`src/rtl/ram_stream_reader_if.sv`:
```
// Bundles the burst request, storage read port and output stream of ram_stream_reader.
// master: reader side; slave: requester/storage/consumer side.
interface ram_stream_reader_if #(
  parameter int ADDR_W = 2,
  parameter int DATA_W = 4
);
  logic              start;
  logic [ADDR_W-1:0] base_addr;
  logic [ADDR_W:0]   count;
  logic              rd_en;
  logic [ADDR_W-1:0] rd_addr;
  logic [DATA_W-1:0] rd_data;
  logic [DATA_W-1:0] out_data;
  logic              out_valid;
  logic              out_ready;
  logic              busy;
  logic              done;

  modport master (
    input  start, base_addr, count, rd_data, out_ready,
    output rd_en, rd_addr, out_data, out_valid, busy, done
  );

  modport slave (
    output start, base_addr, count, rd_data, out_ready,
    input  rd_en, rd_addr, out_data, out_valid, busy, done
  );
endinterface

```
`src/rtl/ram_stream_reader.sv`:
```
// Streams count words from a 1-cycle-latency RAM starting at base_addr; one word per 3 cycles
// (ISSUE, WAIT, SEND), out_valid first high 3 cycles after start; SEND holds the word while out_ready=0.
module ram_stream_reader #(
  parameter int ADDR_W = 2,
  parameter int DATA_W = 4
) (
  input  logic                 clk,
  input  logic                 clear,
  ram_stream_reader_if.master  bus
);

  typedef enum logic [2:0] {
    S_IDLE  = 3'd0,
    S_ISSUE = 3'd1,
    S_WAIT  = 3'd2,
    S_SEND  = 3'd3,
    S_DONE  = 3'd4
  } state_t;

  localparam logic [ADDR_W-1:0] ADDR_ONE = ADDR_W'(1);
  localparam logic [ADDR_W:0]   REM_ONE  = (ADDR_W + 1)'(1);
  localparam logic [ADDR_W:0]   REM_ZERO = '0;

  state_t            state_q, state_d;
  logic [ADDR_W-1:0] addr_q, addr_d;
  logic [ADDR_W:0]   rem_q, rem_d;
  logic [DATA_W-1:0] data_q, data_d;

  always_ff @(posedge clk or posedge clear) begin
    if (clear) begin
      state_q <= S_IDLE;
      addr_q  <= '0;
      rem_q   <= '0;
      data_q  <= '0;
    end else begin
      state_q <= state_d;
      addr_q  <= addr_d;
      rem_q   <= rem_d;
      data_q  <= data_d;
    end
  end

  // Outputs decode from state only, so clear forces them low without waiting for an edge.
  always_comb begin
    state_d       = state_q;
    addr_d        = addr_q;
    rem_d         = rem_q;
    data_d        = data_q;
    bus.rd_en     = 1'b0;
    bus.out_valid = 1'b0;
    bus.busy      = 1'b1;
    bus.done      = 1'b0;

    case (state_q)
      S_IDLE: begin
        bus.busy = 1'b0;
        if (bus.start) begin
          if (bus.count != REM_ZERO) begin
            addr_d  = bus.base_addr;
            rem_d   = bus.count;
            state_d = S_ISSUE;
          end else begin
            state_d = S_DONE;
          end
        end
      end
      S_ISSUE: begin
        bus.rd_en = 1'b1;
        state_d   = S_WAIT;
      end
      S_WAIT: begin
        data_d  = bus.rd_data;
        state_d = S_SEND;
      end
      S_SEND: begin
        bus.out_valid = 1'b1;
        if (bus.out_ready) begin
          if (rem_q == REM_ONE) begin
            state_d = S_DONE;
          end else begin
            rem_d   = rem_q - REM_ONE;
            addr_d  = addr_q + ADDR_ONE;
            state_d = S_ISSUE;
          end
        end
      end
      S_DONE: begin
        bus.done = 1'b1;
        state_d  = S_IDLE;
      end
      default: begin
        state_d = S_IDLE;
      end
    endcase
  end

  assign bus.rd_addr  = addr_q;
  assign bus.out_data = data_q;

endmodule

```
`src/flat_wrapper.sv`:
```
// flat-port wrapper written by rule: the top's interface ports become plain ports
module ram_stream_reader_flat 
#(
  parameter int ADDR_W = 2,
  parameter int DATA_W = 4
)
  (clk, clear, bus_start, bus_base_addr, bus_count, bus_rd_data, bus_out_ready, bus_rd_en, bus_rd_addr, bus_out_data, bus_out_valid, bus_busy, bus_done);
  ram_stream_reader_if #(.ADDR_W(ADDR_W), .DATA_W(DATA_W)) bus_i ();
  input  logic clk;
  input  logic clear;
  input wire logic [$bits(bus_i.start)-1:0] bus_start;
  input wire logic [$bits(bus_i.base_addr)-1:0] bus_base_addr;
  input wire logic [$bits(bus_i.count)-1:0] bus_count;
  input wire logic [$bits(bus_i.rd_data)-1:0] bus_rd_data;
  input wire logic [$bits(bus_i.out_ready)-1:0] bus_out_ready;
  output wire logic [$bits(bus_i.rd_en)-1:0] bus_rd_en;
  output wire logic [$bits(bus_i.rd_addr)-1:0] bus_rd_addr;
  output wire logic [$bits(bus_i.out_data)-1:0] bus_out_data;
  output wire logic [$bits(bus_i.out_valid)-1:0] bus_out_valid;
  output wire logic [$bits(bus_i.busy)-1:0] bus_busy;
  output wire logic [$bits(bus_i.done)-1:0] bus_done;
  assign bus_i.start = bus_start;
  assign bus_i.base_addr = bus_base_addr;
  assign bus_i.count = bus_count;
  assign bus_i.rd_data = bus_rd_data;
  assign bus_i.out_ready = bus_out_ready;
  assign bus_rd_en = bus_i.rd_en;
  assign bus_rd_addr = bus_i.rd_addr;
  assign bus_out_data = bus_i.out_data;
  assign bus_out_valid = bus_i.out_valid;
  assign bus_busy = bus_i.busy;
  assign bus_done = bus_i.done;
  ram_stream_reader #(.ADDR_W(ADDR_W), .DATA_W(DATA_W)) u_core (.clk(clk), .clear(clear), .bus(bus_i));
endmodule
```
`config.mk`:
```
export PLATFORM = sky130hd
export DESIGN_NAME = ram_stream_reader_flat
export DESIGN_NICKNAME = d
export VERILOG_FILES = /design/src/rtl/ram_stream_reader_if.sv /design/src/rtl/ram_stream_reader.sv /design/src/flat_wrapper.sv
export SDC_FILE = /design/constraint.sdc
export NUM_CORES = 1
export LEC_CHECK = 0
export ABC_AREA = 0
export CORE_MARGIN = 2
export CORE_UTILIZATION = 44
export DETAILED_ROUTE_END_ITERATION = 6
export PLACE_DENSITY_LB_ADDON = 0.25
export SYNTH_ARGS = -nofsm -noshare
export SYNTH_HDL_FRONTEND = slang
export SYNTH_SLANG_ARGS = --single-unit
```
`constraint.sdc`:
```
create_clock -name clk -period 1.8 [get_ports clk]
set_input_delay 0.54 -clock clk [delete_from_list [all_inputs] [get_ports clk]]
set_output_delay 0.54 -clock clk [all_outputs]
set_load 0.03 [all_outputs]
```
==> summary.txt, run 1 <==
Pwr
  – Psw: 0.934 mW
  – Power per Cell Area: 1900 nW/µm²
  – Logic pwr share: 66.0%
  – Internal: 1.24 mW
  – Clock power share: 10.2%
  – Sequential share of power: 23.8%
  – Maximum vdd drop: 1.31 mV
  – Switching Share: 43.1%
  – Leakage power: 0.556 nW

GRT
  – GRT Total Usage: 22.1%
  – Initial antenna violation count: 0
  – Final global-route overflow total: 0
  – First-pass GRT wire length: 2.99 mm
  – Vias in the first global route: 679
  – Largest net degree at the start of global routing: 13

Worst hold path
  – Hold Crit Class: reg -> reg

CTS
  – Clock sinks: 12
  – Root Driver: clkbuf_4
  – CTS tree: done
  – CTS Hold Bufs: 0
  – Cts bufs inserted: 3
  – H-tree Lvls: 1
  – Clock Tree Buf Depth: 2
  – Reg clk slew, reported paths: 0.09 ns
  – Clk_lat worst skew: 0.28 ns

Synthesis
  – Asr flop ratio synth: 100%
  – Cells after Synth: 68
  – Avg Inst Size Synth: 10.7 µm²
  – Synth unique cells: 32
  – Synth warn: 0
  – Post-synth EDFFs: 0
  – Register bit count reported by yosys: 12
  – Mapped cell area: 727 µm²
  – Synthesized Nets: 83
  – Prevailing post-synth register cell: dfrtp_1
  – Sequential area share after synthesis: 41.3%

Layout
  – Fillers: 127
  – Final #Nets: 123
  – Post-route cell area: 1140 µm²
  – Diode count: 0
  – Share of cells above drive strength 1: 40.2%
  – Layout area overhead: 56.8%
  – Post-Layout Cell Count: 123

Route
  – DRT Wirelength: 1.89 mm
  – DRC: 0
  – Starting DRT DRC Count: 9
  – DRT antenna net count: 0
  – Routed len/inst: 15.4 µm
  – Via count: 651
  – Vias per cell: 5.29
  – Drt first pass iters: 4

Flow run
  – Max-cap viol count: 0

Setup path
  – Critical path class: reg -> out
  – Req. time, crit path: 1.26 ns
  – Critical path endpoint category: primary output
  – Critical Path Start Type: flop
  – Flop2flop setup slack: 0.08 ns
  – Crit path max fanout: 7
  – Worst Path Arrival: 1.21 ns

STA
  – Setup TNS: 0 ns
  – RSZ-0062 raised after global routing: no
  – Endpoints failing setup: 0
  – Worst-Margin Slew: 0.460 ns
  – Final number of max-transition violations: 0
  – Final WS setup: 0.0451 ns
  – Normalized max-slew margin: 69.3%
  – Clock Skews: 0.0164 ns
  – Tcrit/Tclk final: 97.5%
  – Final hold vios: 0
  – Period minus WS final: 1.75 ns
  – F_max: 570 MHz

Floorplanning
  – Placement Rows: 14
  – Starting Density: 47.7%
  – Die area: 1990 µm²
  – Area of the core: 1520 µm²
  – Die X: 44.6 µm
  – Die height: 44.6 µm
  – IO Pins: 23

Place
  – Worst slack at placement: -0.405 ns
  – Placed cells: 114
  – Dpl hpwl: 1.37 mm
  – Placer congestion estimate: 0.812
  – Dpl cell area: 1010 µm²
  – Buffers on Ports: 22

Outcome
  – Status: finished clean
[cells in the mapped netlist, types with 2 or more instances]
cell type | number | area [µm²]
a21oi_1 | 3 | 15.0
buf_6 | 3 | 33.8
dfrtp_1 | 12 | 300
ha_1 | 2 | 25.0
inv_1 | 6 | 22.5
mux2_2 | 4 | 45.0
mux2_4 | 2 | 30.0
nand2_1 | 4 | 15.0
nor2_1 | 2 | 7.51
nor3_1 | 2 | 10.0
nor3b_1 | 2 | 15.0
o21ai_0 | 2 | 10.0
o22ai_1 | 2 | 12.5
or3_1 | 3 | 18.8
xnor2_1 | 2 | 17.5
[final cells by class]
cell class | count | area (µm²) | share of cell area (%)
multi-input combinational | 45 | 408 | 35.8
tap | 16 | 20.0 | 1.76
timing repair buffer | 39 | 349 | 30.6
inverter | 7 | 26.3 | 2.31
clock buffer | 4 | 36.3 | 3.18
sequential | 12 | 300 | 26.3
[cells in the final DEF (no fill, tap or decap), drive strengths merged, types with 2 or more instances in the layout]
cell type       n
dlymetal6s2s    3
buf            21
mux2            6
nand3b          2
clkdlybuf4s50   8
ha              2
o21ai           2
nand2           4
nor2            2
o22ai           2
nor3            3
dfrtp          12
inv             7
xnor2           2
clkbuf          4
a21oi           3
nor3b           2
dlygate4sd2     7
or3             3
[critical path, cell delays in order (launching register included)]
cell and delay, ns:
dfrtp_1 0.42, buf_6 0.15, nand3b_4 0.15, inv_1 0.05, buf_4 0.15
[cell families (layout without fill, tap and decap cells)]
group                    after synthesis  after routing  share of synthesized area, %
XOR/XNOR                               2              2                          2.41
AO/OA/AOI/OAI                         14             14                          14.1
AND/OR/NAND/NOR                       20             20                          17.7
flip-flops                            12             12                          41.3
adder cells (fa/ha/maj)                2              2                          3.44
multiplexers                           7              7                          11.7
buffers and inverters                 11             50                          9.29
[flip-flops by register name, indices dropped and copies added (netlist names)]
| register | cells |
|---|---|
| u_core.bus.out_data | 4 |
| u_core.state_q | 3 |
| u_core.bus.rd_addr | 2 |
| u_core.rem_q | 3 |
[metrics by stage]
step	utilization, %	hold slack [ns]	total power [mW]
after global placement	66.5	0.490	1.77
final	74.8	0.505	2.17
after global routing	74.8	0.512	2.29
after CTS	72.2	0.506	2.12
after floorplan	-	0.405	1.38
after detailed placement	66.5	0.495	1.82
[worst paths after layout]
check,start,end,depth (start not counted)
min in group asynchronous,clear,u_core.bus.out_data[1]$_DFFE_PP0P_,2
setup reg to reg,u_core.state_q[2]$_DFFE_PP0P_,u_core.bus.rd_addr[1]$_DFFE_PP0P_,6
hold reg to reg,u_core.bus.out_data[2]$_DFFE_PP0P_,u_core.bus.out_data[2]$_DFFE_PP0P_,1
hold / removal,u_core.bus.out_data[2]$_DFFE_PP0P_,u_core.bus.out_data[2]$_DFFE_PP0P_,1
setup / recovery,u_core.state_q[2]$_DFFE_PP0P_,bus_out_valid,4
max in group asynchronous,clear,u_core.rem_q[1]$_DFFE_PP0P_,2
[routing by layer]
metal | vias to the layer above | global-route usage [%] | share of wire [%]
met2 | 20 | 38.8 | 51
met4 | 0 | 9.70 | 1.3
met3 | 4 | 6.94 | 5.5
li1 | 316 | - | -
met1 | 311 | 24.0 | 42
met5 | - | 0 | 0
[repair_timing]
action | 4_1_cts | 5_1_grt
pin swaps | 4 | 2
cloned | 0 | 0
endpoints found under the setup margin | 13 | 9
resized for setup | 16 | 12
setup buffers | 3 | 2
[power groups by stage]
stage,logic (mW),clock network (mW),registers [mW]
3_3_place_gp,1.28,0,0.495
6_report,1.43,0.221,0.516
5_1_grt,1.52,0.234,0.534
2_1_floorplan,0.751,0,0.633
3_5_place_dp,1.32,0,0.504
4_1_cts,1.38,0.221,0.514
(Power assumes the default switching activity.)
==> run 2: changes to the inputs <==
--- a/config.mk
+++ b/config.mk
@@ -12,2 +12,3 @@
 export PLACE_DENSITY_LB_ADDON = 0.25
+export SETUP_SLACK_MARGIN = 0.3
 export SYNTH_ARGS = -nofsm -noshare
==> constraint.sdc (replaced) <==
create_clock -name clk -period 1.8 [get_ports clk]
set_input_delay 0.27 -clock clk [delete_from_list [all_inputs] [get_ports clk]]
set_output_delay 0.27 -clock clk [all_outputs]
set_load 0.03 [all_outputs]
==> summary.txt, run 2 (synthesis results as in run 1) <==
STA
  – F_max: 606 MHz
  – Normalized max-slew margin: 67.6%
  – RSZ-0062 raised after global routing: yes
  – Period minus WS final: 1.65 ns
  – Endpoints failing setup: 0
  – Final number of max-transition violations: 0
  – Tcrit/Tclk final: 91.7%
  – Final hold vios: 0
  – Final WS setup: 0.149 ns
  – Setup TNS: 0 ns
  – Clock Skews: 0.00877 ns
  – Worst-Margin Slew: 0.485 ns

Floorplanning
  – Placement Rows: 14
  – IO Pins: 23
  – Die height: 44.6 µm
  – Die area: 1990 µm²
  – Starting Density: 47.7%
  – Area of the core: 1520 µm²
  – Die X: 44.6 µm

GRT
  – Largest net degree at the start of global routing: 13
  – Initial antenna violation count: 0
  – Final global-route overflow total: 0
  – GRT Total Usage: 24.8%
  – First-pass GRT wire length: 3.40 mm
  – Vias in the first global route: 742

Route
  – Routed len/inst: 17.0 µm
  – Drt first pass iters: 4
  – DRC: 0
  – Starting DRT DRC Count: 14
  – Vias per cell: 5.57
  – DRT antenna net count: 0
  – DRT Wirelength: 2.06 mm
  – Via count: 674

Setup path
  – Critical path class: reg -> reg
  – Crit-path max cell delay: 0.50 ns
  – Crit path launch: u_core.state_q[0]$_DFFE_PP0P_
  – Worst path slowest cell: dfrtp_2
  – CP top delay family: flip-flops
  – Critical path endpoint category: flop
  – Flop2flop setup slack: 0.15 ns
  – WP depth: 5
  – Critical Path Start Type: flop
  – Buf/Inv on CP: 1
  – Critical path capture point: u_core.rem_q[2]$_DFFE_PP0P_
  – Req. time, crit path: 1.97 ns
  – Worst r2r dst: u_core.rem_q[2]$_DFFE_PP0P_
  – Worst R2R Path Depth: 5
  – Crit-path cells: buf_6, nor2_4, a21oi_4, or3_4, mux2_4
  – Worst r2r src: u_core.state_q[0]$_DFFE_PP0P_
  – Worst Path Arrival: 1.83 ns
  – Crit path max fanout: 7

Layout
  – Final Util: 76.6%
  – Layout area overhead: 60.6%
  – Most frequent cells in the layout: buf_4, clkdlybuf4s50_1, dfrtp_1
  – Post-route cell area: 1170 µm²
  – Share of cells above drive strength 1: 44.8%
  – Final #Nets: 121
  – Most common cell after layout, fill and taps aside: buf_4
  – Diode count: 0
  – Max reg flops: 4

Place
  – Dpl hpwl: 1.39 mm
  – Worst slack at placement: -0.204 ns
  – Buffers on Ports: 22
  – Dpl cell area: 1030 µm²
  – Placer congestion estimate: 0.777

CTS
  – H-tree Lvls: 1
  – Root Driver: clkbuf_4
  – Reg clk slew, reported paths: 0.08 ns
  – CTS tree: done
  – Clock Tree Buf Depth: 2
  – Clock sinks: 12
  – Cts bufs inserted: 3
  – Clk_lat worst skew: 0.28 ns

Worst hold path
  – Hold Crit Class: in -> async

Flow run
  – Max-cap viol count: 0

Pwr
  – Leakage power: 0.531 nW
  – Power per Cell Area: 1950 nW/µm²
  – Maximum vdd drop: 1.19 mV

Outcome
  – Status: finished clean
## run 2: changes by cell type in the layout (fill, tap and decap cells not counted), sizes merged
cell           delta
buf               -4
clkbuf            +1
clkdlybuf4s15     +1
clkdlybuf4s50     +4
dlygate4sd2       -1
dlymetal6s2s      -3
## run 2: worst register-to-register path, cell delays in order (launching register included)
cell,delay [ns]
dfrtp_2,0.50
buf_6,0.16
nor2_4,0.13
a21oi_4,0.07
or3_4,0.37
mux2_4,0.31
## run 2: metal layers
metal  global-route usage (%)  up-vias  part of all wire [%]
met5                        0        -                     0
met4                     13.3        0                   1.4
met3                     7.35        4                   6.0
met2                     41.4       23                    56
met1                     28.0      334                    37
li1                         -      313                     -
## run 2: cell type report
class | count | area (µm²)
Tap cell | 16 | 20.0
Sequential cell | 12 | 304
Clock buffer | 4 | 36.3
Inverter | 7 | 28.8
Fill cell | 105 | 357
Timing Repair Buffer | 37 | 325
Multi-Input combinational cell | 45 | 453
## run 2: worst min path at each step
stage	slack [ns]	to	startpoint	cells past startpoint
global placement	0.49	u_core.bus.out_data[3]$_DFFE_PP0P_	u_core.bus.out_data[3]$_DFFE_PP0P_	1
floorplan	0.13	u_core.bus.out_data[0]$_DFFE_PP0P_	clear	1
detailed placement	0.50	u_core.bus.out_data[0]$_DFFE_PP0P_	u_core.bus.out_data[0]$_DFFE_PP0P_	1
CTS	0.31	u_core.rem_q[0]$_DFFE_PP0P_	clear	2
global route	0.34	u_core.rem_q[0]$_DFFE_PP0P_	clear	2
finish	0.30	u_core.rem_q[0]$_DFFE_PP0P_	clear	2
## run 2: repair_timing
| action | 4_1_cts | 5_1_grt |
|---|---|---|
| pin swaps | 3 | 3 |
| hold buffers | 0 | 0 |
| setup buffers | 3 | 1 |
| endpoints found under the setup margin | 19 | 14 |
| gates resized for setup | 41 | 9 |
## run 2: where the power goes
group	switching [mW]	total, mW	internal [mW]
clock	0.0986	0.222	0.123
sequential	0.161	0.572	0.411
combinational	0.740	1.49	0.748
## run 2: per-stage QoR
stage	hold slack (ns)	total power, mW	instances
6_report	0.297	2.28	121
5_1_grt	0.344	2.42	121
4_1_cts	0.312	2.20	120
3_5_place_dp	0.497	1.85	113
3_3_place_gp	0.490	1.80	113
2_1_floorplan	0.135	1.42	68
==> run 3: changes to the inputs <==
Settings changed: PLACE_DENSITY set to 0.86, PLACE_DENSITY_LB_ADDON 0.25 to unset.
==> summary.txt, run 3 (synthesis results as in run 1) <==
Layout
  – Multi-input logic area: 473 µm²
  – Post-Layout Cell Count: 129
  – Share of cells above drive strength 1: 51.3%
  – Most frequent cells in the layout: buf_4, clkdlybuf4s50_1, dfrtp_1
  – Register area: 304 µm²
  – Diode count: 0
  – Final Util: 83.3%
  – Layout area overhead: 74.5%
  – Fillers: 84
  – Most common cell after layout, fill and taps aside: buf_4
  – Max reg flops: 4
  – Final #Nets: 130

STA
  – Worst-Margin Slew: 0.475 ns
  – Final hold vios: 0
  – Clock Skews: 0.00352 ns
  – F_max: 613 MHz
  – Final number of max-transition violations: 0
  – Normalized max-slew margin: 68.3%
  – RSZ-0062 raised after global routing: yes
  – Endpoints failing setup: 0
  – Setup TNS: 0 ns
  – Tcrit/Tclk final: 90.6%
  – Hold_ws: 0.310 ns
  – Period minus WS final: 1.63 ns

Route
  – Drt first pass iters: 4
  – DRT Wirelength: 2.14 mm
  – DRC: 0
  – DRT antenna net count: 0
  – Routed len/inst: 16.6 µm
  – Vias per cell: 5.60
  – Via count: 723
  – Starting DRT DRC Count: 7

Place
  – Dpl hpwl: 1.41 mm
  – Placed cells: 112
  – Placer congestion estimate: 0.821
  – Buffers on Ports: 22

CTS
  – Clock sinks: 12
  – CTS tree: done
  – Root Driver: clkbuf_4
  – Clock Tree Buf Depth: 2
  – H-tree Lvls: 1
  – Cts bufs inserted: 3
  – Reg clk slew, reported paths: 0.07 ns
  – Clk_lat worst skew: 0.27 ns

GRT
  – Initial antenna violation count: 0
  – Grt peak-use layer: met2
  – Final global-route overflow total: 0
  – Largest net degree at the start of global routing: 13
  – Met2 usage: 40.6%
  – First-pass GRT wire length: 3.30 mm
  – Met3 GRT Util: 7.35%
  – Vias in the first global route: 724
  – GRT Total Usage: 23.9%
  – Met1 Track Usage GR: 27.2%

Setup path
  – Critical path class: reg -> reg
  – Critical Path Start Type: flop
  – Req. time, crit path: 1.96 ns
  – Worst Path Arrival: 1.79 ns
  – Critical path endpoint category: flop
  – Crit path max fanout: 6

Pwr
  – Psw: 1.07 mW
  – Maximum vdd drop: 1.26 mV
  – Leakage power: 0.577 nW
  – Internal: 1.42 mW
  – Sequential share of power: 22.7%
  – Clock power share: 6.6%
  – Total power: 2.49 mW
  – Switching Share: 42.9%
  – Logic pwr share: 70.7%
  – Power per Cell Area: 1960 nW/µm²

Floorplanning
  – Die height: 44.6 µm
  – Die area: 1990 µm²
  – Starting Density: 47.7%
  – Placement Rows: 14
  – IO Pins: 23
  – Die X: 44.6 µm
  – Area of the core: 1520 µm²

Worst hold path
  – Hold Crit Class: in -> async

Flow run
  – Max-cap viol count: 0

Outcome
  – Status: finished clean
==> run 3: cell count changes in the layout (fill, tap and decap cells not counted), sizes merged <==
| cell | change |
|---|---|
| clkdlybuf4s15 | -1 |
| buf | +10 |
| clkbuf | -1 |
==> run 3: metrics by stage <==
step	instance area (µm²)	worst slack, ns
after floorplan	747	0.104
after global placement	1020	-0.0925
after detailed placement	1020	-0.165
after global routing	1270	0.131
final	1270	0.168
after CTS	1190	0.159
==> run 3: layer usage <==
layer  up-vias  routed length (µm)
met2        34                1120
li1        329                   -
met5         -                   0
met4         0                  52
met3         6                 141
met1       354                 822
==> run 3: worst paths after layout <==
kind	startpoint	end	slack, ns	cells past startpoint
setup / recovery	u_core.state_q[0]$_DFFE_PP0P_	u_core.bus.rd_addr[1]$_DFFE_PP0P_	0.17	5
hold / removal	clear	u_core.bus.rd_addr[1]$_DFFE_PP0P_	0.31	2
setup reg to reg	u_core.state_q[0]$_DFFE_PP0P_	u_core.bus.rd_addr[1]$_DFFE_PP0P_	0.17	5
hold reg to reg	u_core.bus.out_data[0]$_DFFE_PP0P_	u_core.bus.out_data[0]$_DFFE_PP0P_	0.51	1
max in group asynchronous	clear	u_core.state_q[2]$_DFFE_PP0P_	1.14	2
min in group clk	u_core.bus.out_data[0]$_DFFE_PP0P_	u_core.bus.out_data[0]$_DFFE_PP0P_	0.51	1
==> run 3: layout make-up <==
class | instances | area share, %
timing repair buffer | 46 | 33.1
tap | 16 | 1.58
sequential | 12 | 24.0
multi-input combinational | 45 | 37.3
clock buffer | 3 | 1.78
inverter | 7 | 2.27
==> run 3: critical path, cell delays in order, from the launching register on <==
cell and delay, ns:
dfrtp_2 0.47, buf_4 0.16, nand3b_4 0.10, o32ai_4 0.09
or3_4 0.38, mux2_4 0.31
==> run 3: what timing repair did <==
item                       in CTS  in global routing
setup endpoints to repair      15                 14
hold buffers                    0                  0
resized for setup              38                 17
pin swaps                       6                  8
setup buffers                  11                  3
==> run 3: power groups by stage <==
stage / Combinational [mW] / Sequential (mW) / Clock (mW)
finish: 1.76 / 0.566 / 0.163
global route: 1.87 / 0.586 / 0.179
CTS: 1.58 / 0.557 / 0.170
detailed placement: 1.27 / 0.583 / 0
global placement: 1.22 / 0.564 / 0
floorplan: 0.784 / 0.637 / 0
